`config.mk`:
```
export PLATFORM = sky130hd
export DESIGN_NAME = cayde_wb_arbiter
export DESIGN_NICKNAME = d
export VERILOG_FILES = /design/src/rtl/cayde_wb_arbiter.sv
export SDC_FILE = /design/constraint.sdc
export NUM_CORES = 1
export LEC_CHECK = 0
export BUFFER_PORTS_ARGS = -buffer_cell sky130_fd_sc_hd__buf_4
export CAP_MARGIN = 5
export CORE_AREA = 2 2 83 124
export DETAILED_ROUTE_END_ITERATION = 6
export DIE_AREA = 0 0 85 126
export PLACE_DENSITY = 0.9
export SLEW_MARGIN = 20
export SYNTH_ARGS = -nofsm -noshare
export SYNTH_HDL_FRONTEND = slang
export SYNTH_SLANG_ARGS = --single-unit
```
`constraint.sdc`:
```
create_clock -name clk -period 2.37 [get_ports clk]
set_input_delay 0.3555 -clock clk [delete_from_list [all_inputs] [get_ports clk]]
set_output_delay 0.3555 -clock clk [all_outputs]
set_load 0.005 [all_outputs]
```
`src/rtl/cayde_wb_arbiter.sv`:
```
// Writeback arbiter for the cayde regfile's single write port: round-robin ALU/LSU
// arbitration, a registered write stage, and a RAW-hazard scoreboard for issue.
module cayde_wb_arbiter #(
    parameter int XLEN = 32,
    parameter int AW   = 5,
    parameter int NREG = 32,
    parameter int CW   = 16
) (
    input  logic            clk,
    input  logic            rst,
    input  logic            alu_valid_in,
    input  logic [AW-1:0]   alu_rd_in,
    input  logic [XLEN-1:0] alu_data_in,
    output logic            alu_ready_out,
    input  logic            lsu_valid_in,
    input  logic [AW-1:0]   lsu_rd_in,
    input  logic [XLEN-1:0] lsu_data_in,
    output logic            lsu_ready_out,
    input  logic            iss_valid_in,
    input  logic [AW-1:0]   iss_rd_in,
    input  logic [AW-1:0]   rs1_in,
    input  logic [AW-1:0]   rs2_in,
    input  logic            flush_in,
    output logic            busy_rs1_out,
    output logic            busy_rs2_out,
    output logic [AW-1:0]   waddr_out,
    output logic [XLEN-1:0] wdata_out,
    output logic            wen_out,
    output logic [CW-1:0]   stall_cnt_out
);

    typedef enum logic {SRC_ALU = 1'b0, SRC_LSU = 1'b1} src_e;

    src_e            last_q, last_d;
    logic            wen_q, wen_d;
    logic [AW-1:0]   waddr_q, waddr_d;
    logic [XLEN-1:0] wdata_q, wdata_d;
    logic [NREG-1:0] pending_q, pending_d;
    logic [CW-1:0]   stall_q, stall_d;
    logic            alu_gnt, lsu_gnt, stalled;

    // On a conflict the side that did not win last time takes the port.
    always_comb begin
        alu_gnt = alu_valid_in & (~lsu_valid_in | (last_q == SRC_LSU));
        lsu_gnt = lsu_valid_in & ~alu_gnt;
        stalled = (alu_valid_in & ~alu_gnt) | (lsu_valid_in & ~lsu_gnt);
    end

    always_comb begin
        last_d  = last_q;
        wen_d   = 1'b0;
        waddr_d = waddr_q;
        wdata_d = wdata_q;
        if (alu_gnt) begin
            last_d  = SRC_ALU;
            wen_d   = (alu_rd_in != '0);
            waddr_d = alu_rd_in;
            wdata_d = alu_data_in;
        end else if (lsu_gnt) begin
            last_d  = SRC_LSU;
            wen_d   = (lsu_rd_in != '0);
            waddr_d = lsu_rd_in;
            wdata_d = lsu_data_in;
        end
    end

    // Ordering matters: a new issue beats the retiring write, flush beats both.
    always_comb begin
        pending_d = pending_q;
        if (wen_q)
            pending_d[waddr_q] = 1'b0;
        if (iss_valid_in && iss_rd_in != '0)
            pending_d[iss_rd_in] = 1'b1;
        if (flush_in)
            pending_d = '0;
        pending_d[0] = 1'b0;
    end

    always_comb begin
        stall_d = stall_q;
        if (stalled && stall_q != {CW{1'b1}})
            stall_d = stall_q + CW'(1);
    end

    always_ff @(posedge clk or negedge rst) begin
        if (!rst) begin
            last_q    <= SRC_LSU;
            wen_q     <= 1'b0;
            waddr_q   <= '0;
            wdata_q   <= '0;
            pending_q <= '0;
            stall_q   <= '0;
        end else begin
            last_q    <= last_d;
            wen_q     <= wen_d;
            waddr_q   <= waddr_d;
            wdata_q   <= wdata_d;
            pending_q <= pending_d;
            stall_q   <= stall_d;
        end
    end

    assign alu_ready_out = alu_gnt;
    assign lsu_ready_out = lsu_gnt;
    assign busy_rs1_out  = pending_q[rs1_in];
    assign busy_rs2_out  = pending_q[rs2_in];
    assign wen_out       = wen_q;
    assign waddr_out     = waddr_q;
    assign wdata_out     = wdata_q;
    assign stall_cnt_out = stall_q;

endmodule

```
# Word-level counts from Yosys, hierarchy flattened
# Cells that the tools add are included.
# totals
out_inout_bits	58
inputBits	95
ff_bits	86
wordCells	53
# op_classes
eq_ne	1
reduce_logical	8
n_mux	19
n_addsub	1
bitwise_logic	12
order_cmp	6
# op_table
operator	count
$mux 32	5
$and 32x32->32	1
$not 32->32	1
$or 32x32->32	1
$lt 5x6->1 const B	4
$add 16x1->16 const B	1
$ne 16x16->1 const B	1
$reduce_bool 5->1	3
$bmux 1 s5	2
$demux 1 s5	2
$ge 5x1->1 const B	2
$mux 5	2
$mux 1	8
$and 1x1->1	4
$logic_and 1x1->1	4
$not 1->1	3
$or 1x1->1	2
$reduce_bool 2->1	1

# Logic depth before layout (Yosys ltp)
# logic_depth
word_depth	10
depth_mapped	7
ltp_nobuf	6

# Least setup slack after synthesis
# No wires, ideal clock.
# synth_timing
path_type	input to output
start	input port rs1_in[0]
end	output port busy_rs1_out
slack_ps	475
required_time_ps	2014
arrival_time_ps	1539
path_buffers	1
path_stages	5
cell_sequence	buf_6 > mux4_1 > mux2i_1 > nor3b_1 > or3_1
# synth_via
elab_chain_len	2
# synth_rtl
element	line	rtl
from (decl)	21	input logic [AW-1:0] rs1_in,
$bmux 1 s5	105	assign busy_rs1_out = pending_q[rs1_in];
$mux 1 (implied by the code)	105	
to (decl)	24	output logic busy_rs1_out,
# No other way between the ends. The select of a mux whose other input is x is not followed.

# Worst setup path in the final report
# layout_timing
start	register pending_q[19]
end	output port busy_rs2_out
# layout_via
elab_chain_len	2
# layout_rtl
element	line	rtl
from (decl)	38	logic [NREG-1:0] pending_q, pending_d;
from (signal assigned)	98	pending_q <= pending_d;
$bmux 1 s5	106	assign busy_rs2_out = pending_q[rs2_in];
$mux 1 (implied by the code)	106	
to (decl)	25	output logic busy_rs2_out,
# No other way between the ends. The select of a mux whose other input is x is not followed.

==> results.md <==
* Initial antenna violation count at 0
* Synth Instances at 552
* GRT Overall Usage at 0.2739
* Clock Latency Late Sink at 340 ps
* Most frequent cells in the layout: buf_4 (157), dfrtp_1 (85), a21oi_1 (70)
* Post-route ant nets at 0
* Cell Rows at 44
* Mean routed wirelength per cell at 18.17 microns
* N_diodes at 0
* Die Y at 126 microns
* Leakage at 2.931 nW
* Setup repair after global routing missed its margin: true
* Htree depth at 3
* Syn_nets at 648
* Die area at 0.01071 sq mm
* Synthesis Warnings at 0
* Commonest non-fill, non-tap cell in the layout: buf_4
* Clock share of power at 0.336
* Sequential-to-total area share from yosys stat at 0.4411
* Worst path depth at 5
* Slowest-stage cell, CP: mux4_2
* Cell Area, Synth at 0.004882 sq mm
* Max Slew Vio Count at 0
* Post-layout util at 0.6561
* Drt initial violations at 283
* Dpl hpwl at 10740 microns
* EDFF count, synth at 0
* Vias at 4896
* CP cell instances: mux4_2 > mux2i_1 > nor3b_1 > or3_1 > buf_4
* Via density at 6.097
* Worst Tran Pin Value at 688.6 ps
* CP delay by family, top: multiplexers
* Status: completed
* RePlAce Congestion at 0.9385
* Worst Setup SP: pending_q[19]
* Synth cell types at 43
* Final count of negative-setup-slack endpoints at 0
* CTS tree: built
* Reg2Reg Setup Slack at 470 ps
* Worst Path Required at 2010 ps
* Clock tree buffer depth at 2
* Largest net degree at the start of global routing at 67
* Crit end category: primary output
* Tmin final at 2355 ps
* Final wirelength at 14590 microns
* Maxcap violations at 0
* Pwr/cell area at 650.3 mW/mm^2
* Layout cells sized above 1 at 0.2791
* Post-synth ARST share at 1.000
* Critical Path End: busy_rs2_out
* I/O Pins at 153
* First-pass GRT wire length at 23710 microns
* Peak VDD IR at 435.7 uV
* Synth Register Bits at 86
* Top_reg_cell synth: dfrtp_1
* Core Area at 0.009634 sq mm
* Setup Skew at 6.410 ps
* HP Class: in2async
* Worst Path Class, Setup: reg2out
* Drc violations at 0
* Sink Count at 86
* CP bufs+invs at 1
* Placed cell area at 0.006040 sq mm
* Clk root buf: clkbuf_16
* Worst r2r src: stall_cnt_out[0]
* Final Hold Vio Count at 0
* Critical-path maximum fanout at 3
* Int Pwr at 2.907 mW
* Vias in the first global route at 5011
* CTS Buf Count at 9
* Hold_buf cts at 0
* Switching power at 1.203 mW
* Critical path arrival at 2000 ps
* Finished Cell Area at 0.006321 sq mm
* Sw frac at 0.2928
* R2R cell count at 6
* Startpoint types: register
* Top achievable clock speed at 424.6 MHz
* Clk slew on worst S/H paths at 60 ps
* Nets at 779
* Final period util at 0.9938
* Grt ovf at 0
* Reg power frac at 0.434
* Initial Util at 0.5068
* Chip Width at 85 microns
* Biggest cell delay along the critical path at 500 ps
* Slew margin rel. at 0.5393
* IO Port Bufs at 152
* P&R area growth vs syn at 29.47%
* Router iterations before antenna repair at 5
* Post-CTS Setup Bufs at 0
* Syn Area/Cell at 8.845 sq um
* Gate power share at 0.230
* R2R Path End: stall_cnt_out[3]
==> metrics by stage <==
stage	hold slack, ps	setup TNS (ps)	cells	power (mW)	setup slack [ps]
floorplan	59.91	0	552	2.212	475.3
global placement	388.2	0	787	2.689	278.8
detailed placement	401.0	0	787	2.739	195.1
CTS	30.72	0	803	4.131	11.97
global route	66.34	-79.24	803	4.309	-50.09
finish	22.13	0	803	4.110	14.73
==> worst register-to-register path, cell delays in order (launching register included) <==
cell     delay [ps]
dfrtp_1         420
ha_1            230
nand3_1         150
nor4_2          420
a21oi_2         170
and4_1          240
xor2_1          140
==> final cells by class <==
cell class                 instances  area (sq um)
multi-input combinational        391          2395
clock inverter                     6         62.56
sequential                        86          2153
inverter                          37         138.9
tap                              115         143.9
fill                             735          3313
clock buffer                      10         229.0
timing repair buffer             158          1199
==> synthesized netlist by cell type (3+ instances only) <==
| master | instances | area (sq um) |
|---|---|---|
| mux4_1 | 6 | 157.7 |
| o22ai_1 | 32 | 200.2 |
| clkbuf_1 | 22 | 82.58 |
| xor2_1 | 3 | 26.28 |
| buf_1 | 6 | 22.52 |
| nor3_1 | 4 | 20.02 |
| nand4_1 | 7 | 43.79 |
| nand3b_1 | 5 | 37.54 |
| dfrtp_1 | 85 | 2127 |
| and3b_1 | 3 | 26.28 |
| nand3_1 | 13 | 65.06 |
| a31oi_1 | 35 | 219.0 |
| nor2b_1 | 7 | 43.79 |
| and3_1 | 6 | 37.54 |
| o221a_2 | 5 | 56.30 |
| o21ai_0 | 35 | 175.2 |
| nor3b_1 | 6 | 45.04 |
| nand2_1 | 49 | 183.9 |
| a22oi_1 | 4 | 30.03 |
| buf_2 | 4 | 20.02 |
| xnor2_1 | 9 | 78.83 |
| inv_1 | 37 | 138.9 |
| buf_6 | 4 | 45.04 |
| a21oi_1 | 70 | 350.3 |
| mux2i_1 | 26 | 260.3 |
| or3_1 | 4 | 25.02 |
| nor2_1 | 43 | 161.4 |
==> power groups by stage <==
stage / clock [mW] / sequential, mW / combinational [mW]
detailed placement: 0 / 1.80 / 0.938
floorplan: 0 / 1.77 / 0.446
finish: 1.38 / 1.78 / 0.944
global placement: 0 / 1.79 / 0.895
CTS: 1.41 / 1.78 / 0.939
global route: 1.47 / 1.81 / 1.03
==> state kept, by name, summed over array words and instances (netlist names) <==
register / cells
pending_q: 31
last_q: 1
wdata_out: 32
wen_out: 1
stall_cnt_out: 16
waddr_out: 5
==> worst min path at each step <==
stage | from | endpoint | slack (ps) | depth (start not counted)
after floorplan | rst | pending_q[10] | 60 | 0
after global placement | rst | wdata_out[17] | 390 | 1
after detailed placement | rst | wdata_out[18] | 400 | 1
after CTS | rst | wdata_out[16] | 30 | 1
after global routing | rst | wdata_out[16] | 70 | 1
final | rst | wdata_out[18] | 20 | 1
==> cells by family (layout without fill, tap and decap cells) <==
group / Yosys count / in the layout / share of synthesized area
AO/OA/AOI/OAI: 188 / 188 / 0.2232
XOR/XNOR: 12 / 12 / 0.02153
adder cells (fa/ha/maj): 1 / 1 / 0.002562
buffers and inverters: 75 / 211 / 0.06637
flip-flops: 86 / 86 / 0.4411
multiplexers: 33 / 33 / 0.08790
AND/OR/NAND/NOR: 157 / 157 / 0.1574
==> timing repair <==
item                                    in CTS  in global routing
endpoints found under the setup margin       1                  2
pin swaps                                    0                  2
resized for setup                            1                  6
cloned                                       0                  0
==> per-layer routing <==
layer | up-vias | track usage | routed length (microns) | part of all wire
met5 | - | 0 | 0 | 0
met4 | 0 | 0.1363 | 428 | 0.029
met3 | 40 | 0.07733 | 1176 | 0.081
met2 | 233 | 0.4596 | 7638 | 0.52
met1 | 2367 | 0.3174 | 5347 | 0.37
li1 | 2256 | - | - | -
No activity file was read; power rests on OpenSTA's default activity.
